**src/rtl/pipeline_pkg.sv**
```systemverilog
// pipeline_pkg: shared definitions for the MEM-stage pipeline blocks.
//   mem_state_t     - FSM state encoding of the data-memory access sequencer
//   mem_size_t      - access size encoding carried on mem_size
//   TIMEOUT_DEFAULT - default maximum number of WAIT cycles before a bus-error abort
//   is_misaligned() - flags accesses that cannot be issued as a single bus beat
package pipeline_pkg;

    typedef enum logic [1:0] {
        IDLE = 2'b00,
        WAIT = 2'b01,
        DONE = 2'b10
    } mem_state_t;

    typedef enum logic [1:0] {
        SIZE_BYTE = 2'b00,
        SIZE_HALF = 2'b01,
        SIZE_WORD = 2'b10,
        SIZE_ILL  = 2'b11
    } mem_size_t;

    localparam int TIMEOUT_DEFAULT = 255;

    // Halves need an even address, words a 4-byte aligned one; the reserved
    // size code is treated as misaligned so it never reaches the bus.
    function automatic logic is_misaligned(input logic [1:0] size, input logic [1:0] addr_lo);
        logic bad;
        case (size)
            SIZE_BYTE: bad = 1'b0;
            SIZE_HALF: bad = addr_lo[0];
            SIZE_WORD: bad = (addr_lo != 2'b00);
            default:   bad = 1'b1;
        endcase
        return bad;
    endfunction

endpackage

```
**src/rtl/mem_lane_align.sv**
```systemverilog
// mem_lane_align: combinational byte-lane steering for the data-memory bus.
// Ports:
//   addr_lo      - in,  2: low address bits selecting the byte/half lane
//   mem_size     - in,  2: access size (byte / half / word)
//   mem_unsigned - in,  1: zero-extend loads when 1, sign-extend when 0
//   store_data   - in, 32: register value to be stored
//   load_word    - in, 32: full word returned by the bus
//   lane_be      - out, 4: byte enables for the store
//   lane_wdata   - out,32: store data replicated across all lanes
//   lane_load    - out,32: selected and extended load data
module mem_lane_align
    import pipeline_pkg::*;
(
    input  logic [1:0]  addr_lo,
    input  logic [1:0]  mem_size,
    input  logic        mem_unsigned,
    input  logic [31:0] store_data,
    input  logic [31:0] load_word,
    output logic [3:0]  lane_be,
    output logic [31:0] lane_wdata,
    output logic [31:0] lane_load
);

    logic [7:0]  byte_sel;
    logic [15:0] half_sel;

    always_comb begin
        case (addr_lo)
            2'b00:   byte_sel = load_word[7:0];
            2'b01:   byte_sel = load_word[15:8];
            2'b10:   byte_sel = load_word[23:16];
            default: byte_sel = load_word[31:24];
        endcase
        half_sel = addr_lo[1] ? load_word[31:16] : load_word[15:0];
    end

    always_comb begin
        lane_be    = 4'b1111;
        lane_wdata = store_data;
        lane_load  = load_word;
        case (mem_size)
            SIZE_BYTE: begin
                lane_be    = 4'b0001 << addr_lo;
                lane_wdata = {4{store_data[7:0]}};
                lane_load  = mem_unsigned ? {24'h0, byte_sel} : {{24{byte_sel[7]}}, byte_sel};
            end
            SIZE_HALF: begin
                lane_be    = addr_lo[1] ? 4'b1100 : 4'b0011;
                lane_wdata = {2{store_data[15:0]}};
                lane_load  = mem_unsigned ? {16'h0, half_sel} : {{16{half_sel[15]}}, half_sel};
            end
            default: begin
                // Word (the reserved code is never issued): full-width pass-through.
                lane_be    = 4'b1111;
                lane_wdata = store_data;
                lane_load  = load_word;
            end
        endcase
    end

endmodule

```
**src/rtl/mem_access.sv**
```systemverilog
// mem_access: MEM-stage data-memory sequencer. Issues one bus request per
// aligned load/store, stalls the upstream pipeline until the bus acknowledges
// (or a timeout aborts the access), and hands the extended load data plus
// pass-through controls to the MEM/WB register.
// Ports:
//   clk, rst                       - clock, synchronous active-low reset
//   MEM_MemRead / MEM_MemWrite     - load / store in the MEM stage (both => store)
//   MEM_MemtoReg_in, MEM_RegWrite_in, alu_result_in, write_reg_in - EX/MEM fields
//   mem_size, mem_unsigned         - access size and load extension mode
//   write_data_in                  - store data
//   dmem_req/we/addr/wdata/be      - registered bus request, held through WAIT
//   dmem_ack, dmem_rdata           - bus completion and read data
//   read_data_from_mem, alu_result_from_mem, write_reg_from_mem,
//   MEM_MemtoReg, MEM_RegWrite     - fields for the MEM/WB register
//   mem_stall                      - freeze PC, IF/ID, ID/EX and EX/MEM
//   mem_misalign                   - misaligned/illegal access flag (one cycle)
//   mem_bus_err                    - timeout flag, high during the abort DONE cycle
//   state_dbg                      - current FSM state for observation
//
// Handshake: dmem_req is a level request raised on entry to WAIT; dmem_addr,
// dmem_we, dmem_be and dmem_wdata are stable while dmem_req=1. The transfer
// completes on the first clock edge with dmem_req=1 and dmem_ack=1, at which
// point dmem_rdata is captured and dmem_req drops. dmem_ack is ignored
// whenever dmem_req=0.
module mem_access
    import pipeline_pkg::*;
#(
    parameter int TIMEOUT = TIMEOUT_DEFAULT
) (
    input  logic        clk,
    input  logic        rst,
    input  logic        MEM_MemRead,
    input  logic        MEM_MemWrite,
    input  logic        MEM_MemtoReg_in,
    input  logic        MEM_RegWrite_in,
    input  logic [1:0]  mem_size,
    input  logic        mem_unsigned,
    input  logic [31:0] alu_result_in,
    input  logic [31:0] write_data_in,
    input  logic [4:0]  write_reg_in,
    output logic        dmem_req,
    output logic        dmem_we,
    output logic [31:0] dmem_addr,
    output logic [31:0] dmem_wdata,
    output logic [3:0]  dmem_be,
    input  logic        dmem_ack,
    input  logic [31:0] dmem_rdata,
    output logic [31:0] read_data_from_mem,
    output logic [31:0] alu_result_from_mem,
    output logic [4:0]  write_reg_from_mem,
    output logic        MEM_MemtoReg,
    output logic        MEM_RegWrite,
    output logic        mem_stall,
    output logic        mem_misalign,
    output logic        mem_bus_err,
    output logic [1:0]  state_dbg
);

    localparam int CNT_W = $clog2(TIMEOUT + 1);
    localparam logic [CNT_W-1:0] CNT_MAX  = CNT_W'(TIMEOUT);
    localparam logic [CNT_W-1:0] CNT_LAST = CNT_W'(TIMEOUT - 1);

    mem_state_t       state, next_state;
    logic [CNT_W-1:0] wait_cnt;
    logic [31:0]      rdata_q;
    logic             pending, is_store, is_load, misaligned;
    logic             start, timeout_hit;
    logic [3:0]       lane_be;
    logic [31:0]      lane_wdata, lane_load;

    assign pending    = MEM_MemRead | MEM_MemWrite;
    assign is_store   = MEM_MemWrite;
    assign is_load    = MEM_MemRead & ~MEM_MemWrite;
    assign misaligned = is_misaligned(mem_size, alu_result_in[1:0]);

    assign alu_result_from_mem = alu_result_in;
    assign write_reg_from_mem  = write_reg_in;
    assign state_dbg           = state;

    // EX/MEM is frozen for the whole access, so the live inputs still describe
    // the same instruction in DONE and can drive load extraction directly.
    mem_lane_align u_lane (
        .addr_lo      (alu_result_in[1:0]),
        .mem_size     (mem_size),
        .mem_unsigned (mem_unsigned),
        .store_data   (write_data_in),
        .load_word    (rdata_q),
        .lane_be      (lane_be),
        .lane_wdata   (lane_wdata),
        .lane_load    (lane_load)
    );

    always_ff @(posedge clk) begin
        if (!rst) state <= IDLE;
        else      state <= next_state;
    end

    always_comb begin
        next_state         = state;
        start              = 1'b0;
        timeout_hit        = 1'b0;
        mem_stall          = 1'b0;
        mem_misalign       = 1'b0;
        MEM_RegWrite       = MEM_RegWrite_in;
        MEM_MemtoReg       = MEM_MemtoReg_in;
        read_data_from_mem = 32'h0;
        case (state)
            IDLE: begin
                if (pending) begin
                    if (misaligned) begin
                        mem_misalign = 1'b1;
                        MEM_RegWrite = 1'b0;
                    end else begin
                        start      = 1'b1;
                        mem_stall  = 1'b1;
                        next_state = WAIT;
                    end
                end
            end
            WAIT: begin
                mem_stall = 1'b1;
                if (dmem_ack) begin
                    next_state = DONE;
                end else if (wait_cnt >= CNT_LAST) begin
                    // This is the TIMEOUT-th WAIT cycle without an ack.
                    timeout_hit = 1'b1;
                    next_state  = DONE;
                end
            end
            DONE: begin
                next_state = IDLE;
                if (mem_bus_err)  MEM_RegWrite       = 1'b0;
                else if (is_load) read_data_from_mem = lane_load;
            end
            default: next_state = IDLE;
        endcase
        // A stalled cycle must reach MEM/WB as a bubble.
        if (mem_stall) begin
            MEM_RegWrite = 1'b0;
            MEM_MemtoReg = 1'b0;
        end
    end

    always_ff @(posedge clk) begin
        if (!rst) begin
            dmem_req    <= 1'b0;
            dmem_we     <= 1'b0;
            dmem_addr   <= 32'h0;
            dmem_wdata  <= 32'h0;
            dmem_be     <= 4'h0;
            rdata_q     <= 32'h0;
            wait_cnt    <= '0;
            mem_bus_err <= 1'b0;
        end else begin
            mem_bus_err <= timeout_hit;
            if (start) begin
                dmem_req   <= 1'b1;
                dmem_we    <= is_store;
                dmem_addr  <= {alu_result_in[31:2], 2'b00};
                dmem_be    <= lane_be;
                dmem_wdata <= lane_wdata;
                wait_cnt   <= '0;
            end else if (state == WAIT) begin
                if (dmem_ack) begin
                    dmem_req <= 1'b0;
                    rdata_q  <= dmem_rdata;
                end else begin
                    if (timeout_hit)          dmem_req <= 1'b0;
                    if (wait_cnt != CNT_MAX)  wait_cnt <= wait_cnt + 1'b1;
                end
            end
        end
    end

endmodule

```
**config.mk**
```make
export PLATFORM = sky130hd
export DESIGN_NAME = mem_access
export DESIGN_NICKNAME = d
export VERILOG_FILES = /design/src/rtl/pipeline_pkg.sv /design/src/rtl/mem_lane_align.sv /design/src/rtl/mem_access.sv
export SDC_FILE = /design/constraint.sdc
export NUM_CORES = 1
export LEC_CHECK = 0
export ABC_AREA = 1
export BUFFER_PORTS_ARGS = -buffer_cell sky130_fd_sc_hd__buf_4
export CELL_PAD_IN_SITES_DETAIL_PLACEMENT = 1
export CELL_PAD_IN_SITES_GLOBAL_PLACEMENT = 1
export CORE_MARGIN = 5
export CORE_UTILIZATION = 34
export CTS_CLUSTER_SIZE = 28
export DETAILED_ROUTE_END_ITERATION = 8
export PLACE_DENSITY_LB_ADDON = 0.2
export SLEW_MARGIN = 20
export SYNTH_ARGS = -nofsm -noshare
export SYNTH_HDL_FRONTEND = slang
export SYNTH_SLANG_ARGS = --single-unit
```
**constraint.sdc**
```tcl
create_clock -name clk -period 3.3 [get_ports clk]
set_input_delay 0.165 -clock clk [delete_from_list [all_inputs] [get_ports clk]]
set_output_delay 0.165 -clock clk [all_outputs]
set_load 0.03 [all_outputs]
```
==> results.json, run 1 <==
{
  "dp_slack_ns": 0.940,
  "vdd_drop_max_uv": 240,
  "status": "finished clean",
  "clkLatencyLatePin_ns": 0.35,
  "drive_gt1_frac": 0.274,
  "worst_clock_skew_ns": 0.00640,
  "numCtsBuffers": 9,
  "worstPathRequired_ns": 3.13,
  "ant_nets": 0,
  "dr.pass1.iters": 4,
  "vias_per_cell": 4.89,
  "die_w_um": 138,
  "max_clock_freq_mhz": 406,
  "post_cts_buffers": 0,
  "yosysWarnings": 0,
  "multiInputGateArea_um2": 2600,
  "hold_buffers": 0,
  "setup_ws_ns": 0.836,
  "io_buffers": 244,
  "mappedNetlistArea_um2": 5580,
  "finalSetupTns_ns": 0,
  "p_seq_frac": 0.440,
  "grt_pass1_wl_um": 33400,
  "via_count": 6025,
  "sw_frac_of_total": 0.327,
  "seq_area_um2": 2220,
  "grt_usage": 0.212,
  "fp-row-count": 46,
  "dieArea_um2": 19100,
  "p_leak_nw": 3.60,
  "max_cap_viol_count": 0,
  "grt-ovfl-total": 0,
  "cts_resized": 0,
  "drv_slew": 0,
  "fill_cells": 2153,
  "power_frac_comb": 0.239,
  "reg2reg_depth": 7,
  "clock_sinks": 111,
  "r2r_slack_ns": 1.17,
  "hold_depth": 3,
  "drc_errors": 0,
  "synthCells": 835,
  "crit_arrival_ns": 2.30,
  "clock-root-buffer": "clkbuf_16",
  "p_total_mw": 3.33,
  "power_frac_clock": 0.321,
  "hold_path_class": "in -> reg",
  "initial_core_util": 0.349,
  "cp_max_fo": 16,
  "relSlewSlack": 0.573,
  "netlist-cell-type-count": 28,
  "mostFrequentLayoutCells": "buf_4, nand2_1, nand3_1",
  "rsz0062_at_grt": "no",
  "timing_worst_setup_path_type": "reg -> out",
  "timing.final.crit_share": 0.747,
  "fin_crit_ns": 2.46,
  "hold_viol": 0,
  "cp-start-kind": "flip-flop",
  "mostFrequentLayoutCell": "buf_4",
  "place.gp.congestion": 0.809,
  "die_h_um": 138,
  "tritoncts": "yes",
  "fin_nets": 1123,
  "areaGrowthSynthToFinish_pct": 34.4,
  "antenna_found_initial": 0,
  "grt_max_degree": 49,
  "power.switching_mw": 1.09,
  "first_iter_violations": 280,
  "clockBufferDepth": 2,
  "end_kind": "primary output",
  "tightest_slew_ns": 0.640,
  "p_int_mw": 2.24,
  "synth_seq_cells": 111,
  "io-pin-count": 257,
  "power.density_nw_per_um2": 444,
  "yosysSeqAreaShare": 0.398,
  "first_global_vias": 6090,
  "wirelength_um": 20800,
  "synth.avg_cell_area_um2": 6.69,
  "hpwlAfterDp_um": 15800,
  "diodes": 0,
  "clkTransAtPathRegs_ns": 0.07,
  "htree_levels": 3,
  "setup_viol": 0,
  "avgRoutedWirePerCell_um": 16.9,
  "core-area_um2": 16000
}
[kinds of logic (layout without fill, tap and decap cells)]
kind of cell,after synthesis,after routing,synth area share
buffers and inverters,154,333,0.137
AND/OR/NAND/NOR,423,423,0.322
XOR/XNOR,3,3,0.00471
AO/OA/AOI/OAI,141,141,0.133
other,1,2,0.000672
flip-flops,111,111,0.398
adder cells (fa/ha/maj),2,2,0.00448
[power groups by stage]
| stage | sequential [mW] | combinational [mW] | clock, mW |
|---|---|---|---|
| floorplan | 1.61 | 0.381 | 0 |
| global placement | 1.49 | 0.798 | 0 |
| detailed placement | 1.50 | 0.807 | 0 |
| CTS | 1.47 | 0.810 | 1.10 |
| global route | 1.48 | 0.864 | 1.16 |
| finish | 1.47 | 0.798 | 1.07 |
[critical path: stages (launching register included)]
cell and delay (ns):
dfxtp_1 0.35, inv_1 0.09, nand4_1 0.38, clkinv_1 0.41, nand2_2 0.41, nor2_1 0.11, buf_4 0.19
[metrics by stage]
stage	instance area, um2	utilization	std cells	hold slack, ns
4_1_cts	7510	0.469	1231	0.00388
6_report	7510	0.469	1231	0.0182
2_1_floorplan	5590	-	836	0.268
3_3_place_gp	7220	0.451	1215	0.330
5_1_grt	7510	0.469	1231	0.0132
3_5_place_dp	7220	0.451	1215	0.330
[synth_stat cells]
cell	count	area, um2
buf_6	1	11.3
nand2_4	1	11.3
xor2_1	3	26.3
buf_2	14	70.1
inv_2	1	3.75
o22ai_1	8	50.1
nand3_4	1	17.5
ha_1	2	25.0
nor3_1	3	15.0
inv_1	64	240
nor2_4	3	33.8
nand2_1	241	905
a21oi_4	1	16.3
dfxtp_1	111	2220
nor2_1	52	195
nand2_2	4	25.0
clkinv_1	2	7.51
nand4_1	4	25.0
clkbuf_1	25	93.8
inv_4	1	6.26
nand3_1	113	566
o211ai_1	7	52.6
o21ai_0	25	125
a21oi_1	100	500
nor2_2	1	6.26
conb_1	1	3.75
buf_1	4	15.0
buf_4	42	315
[metal layers]
metal	GRT usage	wire (um)
met4	0.0588	379
met2	0.359	10200
met3	0.0386	945
met1	0.277	9330
met5	0	0
[sequential cells by signal, indices dropped and copies added, names as in the netlist]
signal       cells
dmem_addr       30
mem_bus_err      1
state_dbg        2
dmem_be          4
wait_cnt         8
dmem_we          1
dmem_req         1
rdata_q         32
dmem_wdata      32
[worst paths after layout]
path                                   startpoint                endpoint
worst min-delay path            alu_result_in[30]           dmem_addr[30]
worst max register to register       state_dbg[1]              rdata_q[9]
worst min register to register         rdata_q[1]              rdata_q[1]
worst max-delay path                 state_dbg[0]  read_data_from_mem[16]
[cell type report]
| type | count | share of cell area |
|---|---|---|
| multi-input combinational | 571 | 0.347 |
| sequential | 111 | 0.296 |
| clock buffer | 11 | 0.0323 |
| inverter | 68 | 0.0343 |
| tap | 216 | 0.0360 |
| timing repair buffer | 249 | 0.249 |
| clock inverter | 5 | 0.00550 |
Power figures use the tool's default switching activity.
==> run 2, diff against run 1 <==
Settings changed: ABC_AREA 1 to 0, CORE_UTILIZATION 34 to 33.
Clock period 3.3 ns to 2.4 ns, I/O delays scaled along.
==> results.json, run 2 <==
{
  "grt_usage": 0.199,
  "ant_nets": 0,
  "place.gp.congestion": 0.840,
  "synthArstFlopShare": 0,
  "avgRoutedWirePerCell_um": 18.8,
  "dieArea_um2": 18200,
  "holdWs_ns": 0.0145,
  "path_cells": "nand4bb_1 -> or2_4 -> nor4_2 -> buf_4",
  "fin_crit_ns": 2.27,
  "hold_path_class": "in -> reg",
  "power.switching_mw": 1.43,
  "timing.final.crit_share": 0.948,
  "mostFrequentLayoutCells": "buf_4, nand2_1, dfxtp_1",
  "netlist-cell-type-count": 58,
  "top_regs": "dmem_wdata: 32 flops, rdata_q: 32 flops, dmem_addr: 30 flops",
  "relSlewSlack": 0.529,
  "wirelength_um": 19000,
  "p_seq_frac": 0.445,
  "dp_slack_ns": 0.245,
  "tightest_slew_ns": 0.702,
  "finalSetupTns_ns": 0,
  "mappedNetlistArea_um2": 5160,
  "sw_frac_of_total": 0.313,
  "worst_clock_skew_ns": 0.00869,
  "p_int_mw": 3.13,
  "tritoncts": "yes",
  "setup_viol": 0,
  "core-area_um2": 15300,
  "clkTransAtPathRegs_ns": 0.07,
  "timing_worst_setup_path_type": "reg -> out",
  "rsz0062_at_grt": "no",
  "synth_commonest_cells": "nand2_1, dfxtp_1, a22o_1",
  "htree_levels": 3,
  "first_iter_violations": 201,
  "vdd_drop_max_uv": 322,
  "clockBufferDepth": 2,
  "yosysMostFrequentCell": "nand2_1",
  "fill_cells": 1779,
  "synthFlopType": "dfxtp_1",
  "yosysSeqAreaShare": 0.431,
  "clock-root-buffer": "clkbuf_16",
  "power.density_nw_per_um2": 606,
  "yosysTopAreaCellShare": 0.431,
  "power_frac_clock": 0.319,
  "vias_per_cell": 5.00,
  "fp-row-count": 45,
  "end_kind": "primary output",
  "synth_edf_count": 0,
  "areaGrowthSynthToFinish_pct": 45.6,
  "grt_pass1_wl_um": 28900,
  "top_usage_layer": "met2",
  "grtUsageMet1": 0.235,
  "die_w_um": 135,
  "numCtsBuffers": 9,
  "first_global_vias": 5353,
  "dr.pass1.iters": 5,
  "drc_errors": 0,
  "status": "finished clean",
  "final_util": 0.492,
  "power_frac_comb": 0.236,
  "synth.avg_cell_area_um2": 9.02,
  "drv_slew": 0,
  "synthCells": 572,
  "synth_top_area_cell": "dfxtp_1",
  "yosysWarnings": 0,
  "drive_gt1_frac": 0.373,
  "antenna_found_initial": 0,
  "setup_ws_ns": 0.125,
  "critPathMaxStageDelay_ns": 0.50,
  "clock_sinks": 111,
  "grt_use_met3": 0.0555,
  "cp_max_fo": 16,
  "diodes": 0,
  "synth_seq_cells": 111,
  "max_clock_freq_mhz": 440,
  "p_leak_nw": 3.35,
  "io_buffers": 244,
  "io-pin-count": 257,
  "mostFrequentLayoutCell": "buf_4",
  "p_total_mw": 4.55,
  "initial_core_util": 0.338,
  "grt_max_degree": 59,
  "fin_nets": 908,
  "die_h_um": 135,
  "cp_slowest_cell": "dfxtp_1",
  "hpwlAfterDp_um": 13800,
  "via_count": 5047,
  "use_met2": 0.352,
  "hold_viol": 0,
  "clkLatencyLatePin_ns": 0.36,
  "synth_area_leaders": "dfxtp_1, nand2_1, a22o_1, buf_4, mux2i_1",
  "grt-ovfl-total": 0,
  "worstPathRequired_ns": 2.28,
  "crit_arrival_ns": 2.15,
  "cp-start-kind": "flip-flop",
  "max_cap_viol_count": 0
}
==> run 2: critical path: cells and delay by family, from the launching register on <==
family / cells / cell delay (ns)
buffers and inverters: 1 / 0.23
and+or+nand+nor: 3 / 1.06
DFF: 1 / 0.50
==> run 2: power by group through the flow <==
stage | clock network [mW] | logic, mW | registers, mW
4_1_cts | 1.50 | 1.07 | 2.03
3_5_place_dp | 0 | 1.02 | 2.07
6_report | 1.45 | 1.07 | 2.03
2_1_floorplan | 0 | 0.457 | 2.23
5_1_grt | 1.58 | 1.14 | 2.04
3_3_place_gp | 0 | 1.00 | 2.06
==> run 2: cells by family after synthesis <==
| group | synth area share |
|---|---|
| buffers and inverters | 0.103 |
| adders and majority gates | 0.00485 |
| and+or+nand+nor | 0.165 |
| DFF | 0.431 |
| xor gates and xnor gates | 0.00679 |
| other | 0.000727 |
| AOI/OAI and AO/OA | 0.220 |
| muxes | 0.0684 |
==> run 2: final timing paths <==
path | from | to | slack [ns] | cells after the start
max reg2reg | state_dbg[1] | wait_cnt[4] | 0.56 | 5
max | state_dbg[1] | read_data_from_mem[7] | 0.13 | 4
min | write_data_in[2] | dmem_wdata[2] | 0.01 | 2
min reg2reg | rdata_q[2] | rdata_q[2] | 0.46 | 2
==> run 2: area by class of cell <==
cell class	instances	area, um2	share of cell area
Timing Repair Buffer	289	2290	0.305
Inverter	4	15.0	0.00200
Sequential cell	111	2220	0.296
Clock inverter	6	52.6	0.00700
Multi-Input combinational cell	380	2440	0.325
Clock buffer	9	225	0.0300
Tap cell	211	264	0.0352
==> run 2: repair_timing <==
| action | in CTS | in global routing |
|---|---|---|
| resized for setup | 2 | 2 |
| endpoints found under the hold margin | 34 | 0 |
| hold buffers | 34 | 0 |
| setup endpoints to repair | 1 | 2 |
| setup buffers | 0 | 0 |
==> run 2: per-layer routing <==
layer  vias to the layer above  part of all wire  routed length (um)
met4                         0             0.019                 369
met2                       151              0.50                9470
li1                       2443                 -                   -
met3                        24             0.071                1350
met5                         -                 0                   0
met1                      2429              0.41                7780
==> run 2: per-stage QoR <==
step / cells / instance area, um2
final: 1010 / 7510
after global routing: 1010 / 7510
after CTS: 1009 / 7470
after detailed placement: 960 / 6850
after global placement: 960 / 6850
after floorplan: 573 / 5160
==> run 3, diff against run 2 <==
Settings changed: CORE_UTILIZATION 33 to 35, CTS_CLUSTER_DIAMETER set to 150.
Clock period 2.4 ns to 2.74 ns, I/O delays scaled along.
==> results.json, run 3 (same netlist as run 2, synthesis figures left out) <==
{
  "status": "finished clean",
  "drc_errors": 0,
  "via_count": 5012,
  "io_buffers": 244,
  "reg2reg_depth": 4,
  "hold_path_class": "in -> reg",
  "grt_pass1_wl_um": 29400,
  "tritoncts": "yes",
  "p_int_mw": 2.80,
  "first_iter_violations": 202,
  "hold_viol": 0,
  "clock-root-buffer": "clkbuf_16",
  "finalSetupTns_ns": 0,
  "holdCritStartpoint": "alu_result_in[5]",
  "die_h_um": 131,
  "clockBufferDepth": 2,
  "diodes": 0,
  "grt-ovfl-total": 0,
  "max_clock_freq_mhz": 384,
  "fin_crit_ns": 2.61,
  "timing.final.crit_share": 0.951,
  "numCtsBuffers": 9,
  "worst_clock_skew_ns": 0.00681,
  "areaGrowthSynthToFinish_pct": 41.5,
  "vias_per_cell": 5.20,
  "power.density_nw_per_um2": 551,
  "io-pin-count": 257,
  "crit_arrival_ns": 2.47,
  "cp_max_fo": 16,
  "relSlewSlack": 0.504,
  "mostFrequentLayoutCell": "buf_4",
  "timing_worst_setup_path_type": "reg -> out",
  "antenna_found_initial": 0,
  "power.switching_mw": 1.22,
  "top_regs": "dmem_wdata: 32 flops, rdata_q: 32 flops, dmem_addr: 30 flops",
  "fp-row-count": 44,
  "first_global_vias": 5317,
  "dieArea_um2": 17300,
  "avgRoutedWirePerCell_um": 19.5,
  "power_frac_comb": 0.227,
  "clkTransAtPathRegs_ns": 0.07,
  "ant_nets": 0,
  "p_seq_frac": 0.442,
  "drv_slew": 0,
  "p_leak_nw": 3.27,
  "reg2reg_from": "state_dbg[1]",
  "grt_usage": 0.207,
  "power_frac_clock": 0.332,
  "sw_frac_of_total": 0.303,
  "htree_levels": 3,
  "worstPathRequired_ns": 2.60,
  "clock_sinks": 111,
  "startpoint": "state_dbg[1]",
  "rsz0062_at_grt": "no",
  "wirelength_um": 18800,
  "place.gp.congestion": 0.819,
  "initial_core_util": 0.356,
  "setup_viol": 0,
  "hpwlAfterDp_um": 14000,
  "clkLatencyLatePin_ns": 0.35,
  "max_cap_viol_count": 0,
  "vdd_drop_max_uv": 359,
  "mostFrequentLayoutCells": "buf_4, nand2_1, dfxtp_1",
  "hold_depth": 2,
  "die_w_um": 131,
  "grt_max_degree": 58,
  "cp-start-kind": "flip-flop",
  "tightest_slew_ns": 0.742,
  "core-area_um2": 14500,
  "final_util": 0.504,
  "holdWs_ns": 0.0118,
  "fin_nets": 889,
  "end_kind": "primary output",
  "dr.pass1.iters": 4,
  "drive_gt1_frac": 0.372
}
[run 3: changes by cell type in the layout (fill, tap and decap cells not counted), sizes merged]
cell / previous run / this run
buf: 255 / 250
bufinv: 0 / 1
clkinv: 4 / 3
clkinvlp: 0 / 1
dlygate4sd3: 34 / 20
inv: 6 / 5
[run 3: worst paths after layout]
| check | endpoint | slack, ns |
|---|---|---|
| max | read_data_from_mem[7] | 0.13 |
| max reg2reg | dmem_wdata[14] | 0.76 |
| min | dmem_addr[5] | 0.01 |
| min reg2reg | rdata_q[4] | 0.47 |
[run 3: area by class of cell]
class,count,area (um2)
inverter,4,15.0
timing repair buffer,270,2110
multi-input combinational,380,2430
clock buffer,9,225
fill,1684,7180
sequential,111,2220
clock inverter,6,68.8
tap,184,230
[run 3: metal layers]
| layer | up-vias | global-route usage | part of all wire | wire length (um) |
|---|---|---|---|---|
| met5 | - | 0 | 0 | 0 |
| met4 | 0 | 0.0600 | 0.019 | 367 |
| met3 | 28 | 0.0600 | 0.061 | 1150 |
| met2 | 156 | 0.372 | 0.52 | 9740 |
| met1 | 2429 | 0.239 | 0.40 | 7570 |
| li1 | 2399 | - | - | - |
[run 3: through the flow]
| stage | power, mW | std cells | cell area, um2 | setup WS, ns |
|---|---|---|---|---|
| after floorplan | 2.35 | 573 | 5160 | 0.373 |
| after detailed placement | 2.70 | 928 | 6780 | 0.577 |
| after global routing | 4.19 | 964 | 7300 | 0.0350 |
| after global placement | 2.68 | 928 | 6780 | 0.619 |
| final | 4.02 | 964 | 7300 | 0.135 |
| after CTS | 4.06 | 962 | 7260 | 0.197 |
[run 3: timing repair]
action                    in CTS  in global routing
setup buffers                  0                  0
hold endpoints to repair      19                  1
hold buffers                  19                  1
resized for setup              0                  0
[run 3: critical path, stage by stage (launching register included)]
cell       delay, ns
dfxtp_1         0.50
nand4bb_1       0.28
or2_1           0.50
nor4_1          0.58
buf_4           0.26
[run 3: power groups by stage]
| stage | Sequential [mW] | Combinational [mW] | Clock (mW) |
|---|---|---|---|
| 2_1_floorplan | 1.95 | 0.400 | 0 |
| 3_3_place_gp | 1.81 | 0.871 | 0 |
| 3_5_place_dp | 1.81 | 0.888 | 0 |
| 4_1_cts | 1.77 | 0.913 | 1.37 |
| 5_1_grt | 1.79 | 0.973 | 1.43 |
| 6_report | 1.78 | 0.912 | 1.33 |
